===== config.mk =====
export PLATFORM = sky130hd
export DESIGN_NAME = tcdm_lrsc_adapter
export DESIGN_NICKNAME = d
export VERILOG_FILES = /design/src/rtl/tcdm_adapter_pkg.sv /design/src/rtl/fifo_v3.sv /design/src/rtl/tcdm_reservation_table.sv /design/src/rtl/tcdm_lrsc_adapter.sv
export SDC_FILE = /design/constraint.sdc
export NUM_CORES = 1
export LEC_CHECK = 0
export ABC_CLOCK_PERIOD_IN_PS = 6000
export CORE_MARGIN = 1.5
export CORE_UTILIZATION = 30
export CTS_CLUSTER_SIZE = 20
export DETAILED_ROUTE_END_ITERATION = 12
export MAX_ROUTING_LAYER = met4
export PLACE_DENSITY_LB_ADDON = 0.25
export SLEW_MARGIN = 40
export SYNTH_ARGS = -nofsm -noshare
export SYNTH_HDL_FRONTEND = slang
export SYNTH_SLANG_ARGS = --single-unit

===== constraint.sdc =====
create_clock -name clk_i -period 6 [get_ports clk_i]
set_clock_uncertainty 0.15 [all_clocks]
set_input_delay 1.2 -clock clk_i [delete_from_list [all_inputs] [get_ports clk_i]]
set_output_delay 1.2 -clock clk_i [all_outputs]
set_load 0.1 [all_outputs]

===== src/rtl/tcdm_adapter_pkg.sv =====
// Shared types and constants for the TCDM LR/SC bank adapter.
// Struct field widths match the adapter's default parameters.
package tcdm_adapter_pkg;

    localparam logic [3:0] AmoNone = 4'h0;
    localparam logic [3:0] AmoLR   = 4'hA;
    localparam logic [3:0] AmoSC   = 4'hB;

    localparam int unsigned RsvCoreIdWidth = 8;
    localparam int unsigned RsvWordWidth   = 30;
    localparam int unsigned PipeMetaWidth  = 16;

    typedef struct packed {
        logic                      valid;
        logic [RsvCoreIdWidth-1:0] core_id;
        logic [RsvWordWidth-1:0]   word_addr;
    } reservation_t;

    typedef struct packed {
        logic [PipeMetaWidth-1:0] meta;
        logic                     is_sc;
        logic                     sc_result;
        logic                     has_resp;
    } resp_pipe_t;

endpackage


===== src/rtl/fifo_v3.sv =====
// Small FIFO; in fall-through mode a push into an empty queue is
// visible at the output in the same cycle.
module fifo_v3 #(
    parameter bit          FallThrough = 1'b1,
    parameter int unsigned DataWidth   = 32,
    parameter int unsigned Depth       = 2
) (
    input  logic                 clk,
    input  logic                 rst,
    input  logic                 push,
    input  logic [DataWidth-1:0] data_in,
    input  logic                 pop,
    output logic [DataWidth-1:0] data_out,
    output logic                 empty
);

    localparam int unsigned PtrWidth = (Depth > 1) ? $clog2(Depth) : 1;
    localparam int unsigned CntWidth = $clog2(Depth + 1);
    localparam logic [PtrWidth-1:0] LastPtr = PtrWidth'(Depth - 1);

    logic [DataWidth-1:0] mem [Depth];
    logic [PtrWidth-1:0] rd_ptr;
    logic [PtrWidth-1:0] wr_ptr;
    logic [CntWidth-1:0] count;
    logic stored_empty;
    logic bypass;
    logic do_push;
    logic do_pop;

    assign stored_empty = (count == '0);
    assign bypass = FallThrough && stored_empty && push && pop;
    assign empty = stored_empty && !(FallThrough && push);
    assign data_out = (FallThrough && stored_empty) ? data_in : mem[rd_ptr];
    assign do_push = push && (count != CntWidth'(Depth)) && !bypass;
    assign do_pop = pop && !stored_empty;

    always_ff @(posedge clk) begin
        if (do_push) begin
            mem[wr_ptr] <= data_in;
        end
    end

    always_ff @(posedge clk or posedge rst) begin
        if (rst) begin
            rd_ptr <= '0;
            wr_ptr <= '0;
            count <= '0;
        end else begin
            if (do_push) begin
                wr_ptr <= (wr_ptr == LastPtr) ? '0 : wr_ptr + 1'b1;
            end
            if (do_pop) begin
                rd_ptr <= (rd_ptr == LastPtr) ? '0 : rd_ptr + 1'b1;
            end
            if (do_push && !do_pop) begin
                count <= count + 1'b1;
            end else if (do_pop && !do_push) begin
                count <= count - 1'b1;
            end
        end
    end

endmodule


===== src/rtl/tcdm_reservation_table.sv =====
// Multi-entry LR/SC reservation table with round-robin victim replacement.
// Only one of lr/sc/inv is asserted in a given cycle.
module tcdm_reservation_table
    import tcdm_adapter_pkg::*;
#(
    parameter int unsigned NumReservations = 4,
    parameter int unsigned CoreIdWidth     = 8,
    parameter int unsigned WordWidth       = 30
) (
    input  logic                   clk,
    input  logic                   rst,
    input  logic                   lr,
    input  logic                   sc,
    input  logic                   inv,
    input  logic [CoreIdWidth-1:0] core_id,
    input  logic [WordWidth-1:0]   word_addr,
    output logic                   sc_ok
);

    localparam int unsigned IdxWidth =
        (NumReservations > 1) ? $clog2(NumReservations) : 1;
    localparam logic [IdxWidth-1:0] LastIdx = IdxWidth'(NumReservations - 1);

    reservation_t entries [NumReservations];
    reservation_t fresh;
    logic [RsvCoreIdWidth-1:0] cid;
    logic [RsvWordWidth-1:0] wa;
    logic [IdxWidth-1:0] victim;
    logic [IdxWidth-1:0] own_idx;
    logic [IdxWidth-1:0] free_idx;
    logic own_hit;
    logic free_hit;
    logic clear_addr;
    logic clear_core;

    assign cid = RsvCoreIdWidth'(core_id);
    assign wa = RsvWordWidth'(word_addr);
    assign fresh = '{valid: 1'b1, core_id: cid, word_addr: wa};
    assign clear_addr = inv || (sc && sc_ok);
    assign clear_core = sc && !sc_ok;

    // Descending scan so the lowest matching index wins.
    always_comb begin
        own_hit = 1'b0;
        own_idx = '0;
        free_hit = 1'b0;
        free_idx = '0;
        sc_ok = 1'b0;
        for (int i = NumReservations - 1; i >= 0; i--) begin
            if (entries[i].valid && entries[i].core_id == cid) begin
                own_hit = 1'b1;
                own_idx = IdxWidth'(i);
                if (entries[i].word_addr == wa) begin
                    sc_ok = 1'b1;
                end
            end
            if (!entries[i].valid) begin
                free_hit = 1'b1;
                free_idx = IdxWidth'(i);
            end
        end
    end

    always_ff @(posedge clk or posedge rst) begin
        if (rst) begin
            for (int i = 0; i < NumReservations; i++) begin
                entries[i] <= '0;
            end
            victim <= '0;
        end else begin
            if (lr) begin
                if (own_hit) begin
                    entries[own_idx].word_addr <= wa;
                end else if (free_hit) begin
                    entries[free_idx] <= fresh;
                end else begin
                    entries[victim] <= fresh;
                    victim <= (victim == LastIdx) ? '0 : victim + 1'b1;
                end
            end
            for (int i = 0; i < NumReservations; i++) begin
                if (entries[i].valid &&
                    ((clear_addr && entries[i].word_addr == wa) ||
                     (clear_core && entries[i].core_id == cid))) begin
                    entries[i].valid <= 1'b0;
                end
            end
        end
    end

endmodule


===== src/rtl/tcdm_lrsc_adapter.sv =====
// Bank-side TCDM adapter: LR/SC reservations, credit flow control and
// an in-order response queue in front of a 1-cycle-latency SRAM bank.
module tcdm_lrsc_adapter
    import tcdm_adapter_pkg::*;
#(
    parameter int unsigned AddrWidth       = 32,
    parameter int unsigned DataWidth       = 32,
    parameter int unsigned MetaWidth       = 16,
    parameter int unsigned CoreIdWidth     = 8,
    parameter int unsigned NumReservations = 4,
    parameter int unsigned RespDepth       = 2,
    localparam int unsigned StrbWidth      = DataWidth / 8
) (
    input  logic                   clk_i,
    input  logic                   rst_i,
    input  logic                   in_req_valid_i,
    output logic                   in_req_ready_o,
    input  logic [AddrWidth-1:0]   in_req_addr_i,
    input  logic                   in_req_write_i,
    input  logic [3:0]             in_req_amo_i,
    input  logic [DataWidth-1:0]   in_req_wdata_i,
    input  logic [StrbWidth-1:0]   in_req_be_i,
    input  logic [CoreIdWidth-1:0] in_req_core_id_i,
    input  logic [MetaWidth-1:0]   in_req_meta_i,
    output logic                   in_resp_valid_o,
    input  logic                   in_resp_ready_i,
    output logic [DataWidth-1:0]   in_resp_rdata_o,
    output logic [MetaWidth-1:0]   in_resp_meta_o,
    output logic                   bank_req_o,
    output logic                   bank_we_o,
    output logic [AddrWidth-3:0]   bank_addr_o,
    output logic [DataWidth-1:0]   bank_wdata_o,
    output logic [StrbWidth-1:0]   bank_be_o,
    output logic [3:0]             bank_amo_o,
    input  logic [DataWidth-1:0]   bank_rdata_i
);

    localparam int unsigned CreditWidth = $clog2(RespDepth + 1);
    localparam int unsigned QueueWidth = DataWidth + MetaWidth;

    logic [AddrWidth-3:0] word_addr;
    logic unused_addr;
    logic is_plain;
    logic is_lr;
    logic is_sc;
    logic has_resp;
    logic accept;
    logic sc_ok;
    logic sc_fail;
    logic rsv_lr;
    logic rsv_sc;
    logic rsv_inv;
    logic [CreditWidth-1:0] credits;
    logic take;
    logic give;
    resp_pipe_t pipe;
    logic [DataWidth-1:0] push_rdata;
    logic [QueueWidth-1:0] push_data;
    logic [QueueWidth-1:0] head;
    logic queue_empty;

    assign word_addr = in_req_addr_i[AddrWidth-1:2];
    assign unused_addr = ^in_req_addr_i[1:0];

    assign is_plain = (in_req_amo_i == AmoNone);
    assign is_lr = (in_req_amo_i == AmoLR);
    assign is_sc = (in_req_amo_i == AmoSC);
    assign has_resp = !(is_plain && in_req_write_i);

    assign in_req_ready_o = (credits != '0);
    assign accept = in_req_valid_i && in_req_ready_o;
    assign sc_fail = is_sc && !sc_ok;

    // LR and a winning SC reach the SRAM as a plain read / write.
    assign bank_req_o = accept && !sc_fail;
    assign bank_we_o = bank_req_o && (is_sc || (!is_lr && in_req_write_i));
    assign bank_addr_o = bank_req_o ? word_addr : '0;
    assign bank_wdata_o = bank_req_o ? in_req_wdata_i : '0;
    assign bank_be_o = bank_req_o ? in_req_be_i : '0;
    assign bank_amo_o = (bank_req_o && !is_lr && !is_sc) ? in_req_amo_i : AmoNone;

    assign rsv_lr = accept && is_lr;
    assign rsv_sc = accept && is_sc;
    assign rsv_inv = accept && !is_lr && !is_sc && (in_req_write_i || !is_plain);

    tcdm_reservation_table #(
        .NumReservations (NumReservations),
        .CoreIdWidth     (CoreIdWidth),
        .WordWidth       (AddrWidth - 2)
    ) i_table (
        .clk       (clk_i),
        .rst       (rst_i),
        .lr        (rsv_lr),
        .sc        (rsv_sc),
        .inv       (rsv_inv),
        .core_id   (in_req_core_id_i),
        .word_addr (word_addr),
        .sc_ok     (sc_ok)
    );

    // Credits cover both the pipeline slot and the queue entries.
    assign take = accept && has_resp;
    assign give = in_resp_valid_o && in_resp_ready_i;

    always_ff @(posedge clk_i or posedge rst_i) begin
        if (rst_i) begin
            credits <= CreditWidth'(RespDepth);
        end else if (take && !give) begin
            credits <= credits - 1'b1;
        end else if (give && !take) begin
            credits <= credits + 1'b1;
        end
    end

    always_ff @(posedge clk_i or posedge rst_i) begin
        if (rst_i) begin
            pipe <= '0;
        end else begin
            pipe.has_resp <= take;
            pipe.is_sc <= is_sc;
            pipe.sc_result <= sc_fail;
            pipe.meta <= PipeMetaWidth'(in_req_meta_i);
        end
    end

    assign push_rdata = pipe.is_sc ? DataWidth'(pipe.sc_result) : bank_rdata_i;
    assign push_data = {push_rdata, MetaWidth'(pipe.meta)};

    fifo_v3 #(
        .FallThrough (1'b1),
        .DataWidth   (QueueWidth),
        .Depth       (RespDepth)
    ) i_resp_queue (
        .clk      (clk_i),
        .rst      (rst_i),
        .push     (pipe.has_resp),
        .data_in  (push_data),
        .pop      (give),
        .data_out (head),
        .empty    (queue_empty)
    );

    assign in_resp_valid_o = !queue_empty;
    assign in_resp_rdata_o = in_resp_valid_o ? head[QueueWidth-1:MetaWidth] : '0;
    assign in_resp_meta_o = in_resp_valid_o ? head[MetaWidth-1:0] : '0;

endmodule

==> impl_results.md <==
* Fin area at between 15000 and 20000 sq um
* Synth area leaders: dfrtp_1 (33%), edfxtp_1 (21%), mux2_2 (10%)
* Number of distinct library cells after synthesis at between 50 and 60
* Cell Area, Placed at 17400 sq um
* Leading area contributor after synthesis: dfrtp_1
* Slew @ Worst Pin at ~800 ps
* Total grt overflow at 0
* DRC at 0
* Dpl hpwl at around 24000 um
* Die Width at 217 um
* Seq/Total Area, Yosys at 54.5%
* Die area at 47000 sq um
* Seq cells post-synth at ~280
* Clk_lat worst skew at between 500 and 600 ps
* Vias in the first global route at about 9400
* Largest net degree at the start of global routing at approximately 140
* 1st-iter DRT viols at slightly below 400
* Clk slew on worst S/H paths at around 50 ps
* Crit Path Category: input port to output port
* Slowest cell on the critical path: clkdlybuf4s50_1
* Sw Pwr at around 0.00092 W
* Final hold viol count at 0
* Sw Ratio at between 20% and 30%
* Pwr Density at ~230 nW/um^2
* Core ar. at between 40000 and 50000 sq um
* P&R area growth vs syn at 35.8%
* Leakage at 8.07 nW
* Antenna violations before repair at 4
* CTS Root Cell: clkbuf_16
* Via count at around 9000
* Post-synth EDFFs at 96
* Fraction of registers with async set/reset at between 60% and 70%
* Setup TNS at 0 ps
* Synthesized area at around 14000 sq um
* Warning count from the yosys run at 0
* Synth top area share at approximately 33%
* First-pass DRT Iterations at 4
* Share of cells above drive strength 1 at between 20 and 30%
* First-pass GRT wire length at 54400 um
* CP max stage delay at 640 ps
* Pint at 0.00337 W
* RSZ-0062 raised after global routing: no
* Min cycle time layout at 5570 ps
* Worst Hold Class: flop to flop
* Syn_nets at 1220
* RePlAce Congestion at just under 0.8
* Initial Util at between 30% and 40%
* CTS Hold Bufs at 0
* Worst EP required at around 4700 ps
* Top_reg_cell synth: dfrtp_1
* Die height at ~220 um
* Via-per-instance ratio at 4.59
* Mapped Cells at 1081
* Logic pwr share at 5.6%
* Worst setup EP type: output port
* Setup bufs post-CTS at 0
* Period utilization at between 90 and 100%
* CTS Buf Count at 35
* Slew headroom at 47.6%
* Max-Cap Viols at 0
* GRT Util Overall at ~15%
* Clock Power Share at ~48%
* Crit-path max FO at 43
* Std cell rows at between 70 and 80
* CP Cell Sequence: clkdlybuf4s50_1, xor2_1, nor4_1, nand4_1, nor4_1, a2111o_2, o21a_2, buf_12, and2_1, buf_12
* DR WL/cell at about 17 um
* Clk buf depth at 3
* VDD IR-drop max at between 200 and 250 uV
* Share of power burned in registers at between 40% and 50%
* DRT Wirelength at ~34000 um
* Nets@finish at 1474
* Clock tree sinks at ~280
* Final hold slack at approximately 320 ps
* Fmax at ~0.18 GHz
* Input/output buffers at between 200 and 300
* CTS tree: yes
* Resize count post-CTS at 0
* Crit path launch type: input port
* WP data arrival at approximately 4200 ps
* Setup violators final at 0
* Max-slew violation count at 0
* Num ports at about 260
* Remaining antenna violation count at 0
* Syn Area/Cell at between 10 and 15 sq um
* H-tree depth at 2
* Run status: finished, final reports clean
layout by cell type, fill, tap and decap left out, types with 3 or more instances in the layout:
master / instances
buf_12: 72
buf_4: 46
nor2b_1: 31
and2_1: 67
a211oi_1: 3
o21ai_0: 55
diode_2: 3
or3_1: 5
edfxtp_1: 96
nand2_1: 14
nand4_1: 19
nand3_1: 58
mux2_2: 123
xor2_1: 110
a21oi_1: 3
nor3_1: 9
nor4_1: 30
nor2_1: 16
clkinvlp_4: 4
xnor2_1: 50
ha_1: 6
clkbuf_16: 37
clkinv_2: 9
mux2_4: 30
dfrtp_1: 181
clkbuf_1: 6
mux2i_1: 49
clkdlybuf4s50_1: 130
bufinv_16: 3
inv_1: 9
buf_2: 51
state kept, by name, summed over array words and instances (netlist names):
register,count
credits,2
i_table.entries,156
i_resp_queue.count,2
pipe,19
i_table.victim,2
i_resp_queue.mem,96
i_resp_queue.wr_ptr,1
i_resp_queue.rd_ptr,1
cell type report:
cell class	instances	area [sq um]
Sequential cell	279	7460
Fill cell	4294	26600
Clock buffer	44	962
Timing Repair Buffer	302	3400
Clock inverter	17	165
Multi-Input combinational cell	707	5820
Tap cell	600	751
Inverter	10	41.3
Antenna cell	3	7.51
power groups by stage:
| stage | Sequential (W) | Combinational (W) | Clock, W |
|---|---|---|---|
| finish | 0.00198 | 0.000242 | 0.00206 |
| global route | 0.00198 | 0.000269 | 0.00221 |
| global placement | 0.00202 | 0.000244 | 0 |
| floorplan | 0.00202 | 0.000113 | 0 |
| detailed placement | 0.00202 | 0.000245 | 0 |
| CTS | 0.00198 | 0.000247 | 0.00214 |
final timing paths:
| check | from | endpoint | slack, ps | depth (start not counted) |
|---|---|---|---|---|
| max in group asynchronous | rst_i | i_table.entries[69] | 4000 | 4 |
| worst min register to register | pipe[10] | i_resp_queue.mem[1][7] | 320 | 0 |
| min in group asynchronous | rst_i | pipe[14] | 930 | 3 |
| worst max register to register | i_table.entries[35] | i_table.entries[128] | 2660 | 9 |
| worst max-delay path | in_req_addr_i[20] | bank_wdata_o[23] | 430 | 10 |
| worst min-delay path | pipe[10] | i_resp_queue.mem[1][7] | 320 | 0 |
stage by stage:
stage	setup slack, ps	utilization (%)	power (W)	cells
6_report	432	41.2	0.00429	1962
5_1_grt	171	41.2	0.00446	1962
4_1_cts	334	41.1	0.00437	1958
3_5_place_dp	350	38.6	0.00226	1897
3_3_place_gp	394	39.1	0.00226	1895
2_1_floorplan	409	-	0.00213	1081
layer usage:
metal	track usage, %	vias up	share of wire [%]
met5	-	-	0
met4	4.84	0	2.1
met3	3.12	55	5.2
met2	23.4	207	46
met1	20.3	4426	46
li1	-	4308	-
Yosys cell counts (all sizes together), types with 19 or more instances:
master / instances
o21ai: 57
clkbuf: 24
nor4: 30
xnor2: 50
buf: 61
nor2b: 31
mux2: 153
nand4: 19
xor2: 110
and2: 69
mux2i: 49
nand3: 59
dfrtp: 182
edfxtp: 96
cell families (layout without fill, tap and decap cells):
logic type               count (synthesis)  count (layout)  share of synthesized area [%]
XOR/XNOR                               160             160                           10.2
buffers and inverters                   95             373                           3.34
AND/OR/NAND/NOR                        264             264                           11.2
flip-flops                             279             279                           54.5
adder cells (fa/ha/maj)                  6               6                          0.548
multiplexers                           202             202                           17.0
other                                    0               3                              0
AO/OA/AOI/OAI                           75              75                           3.25
critical path, delay by kind of cell:
family	cells	cell delay [ps]
and+or+nand+nor	4	1260
AOI/OAI and AO/OA	2	440
xor gates and xnor gates	1	240
buffers and inverters	3	1050
Note: power is estimated with default switching activity, not from simulation.
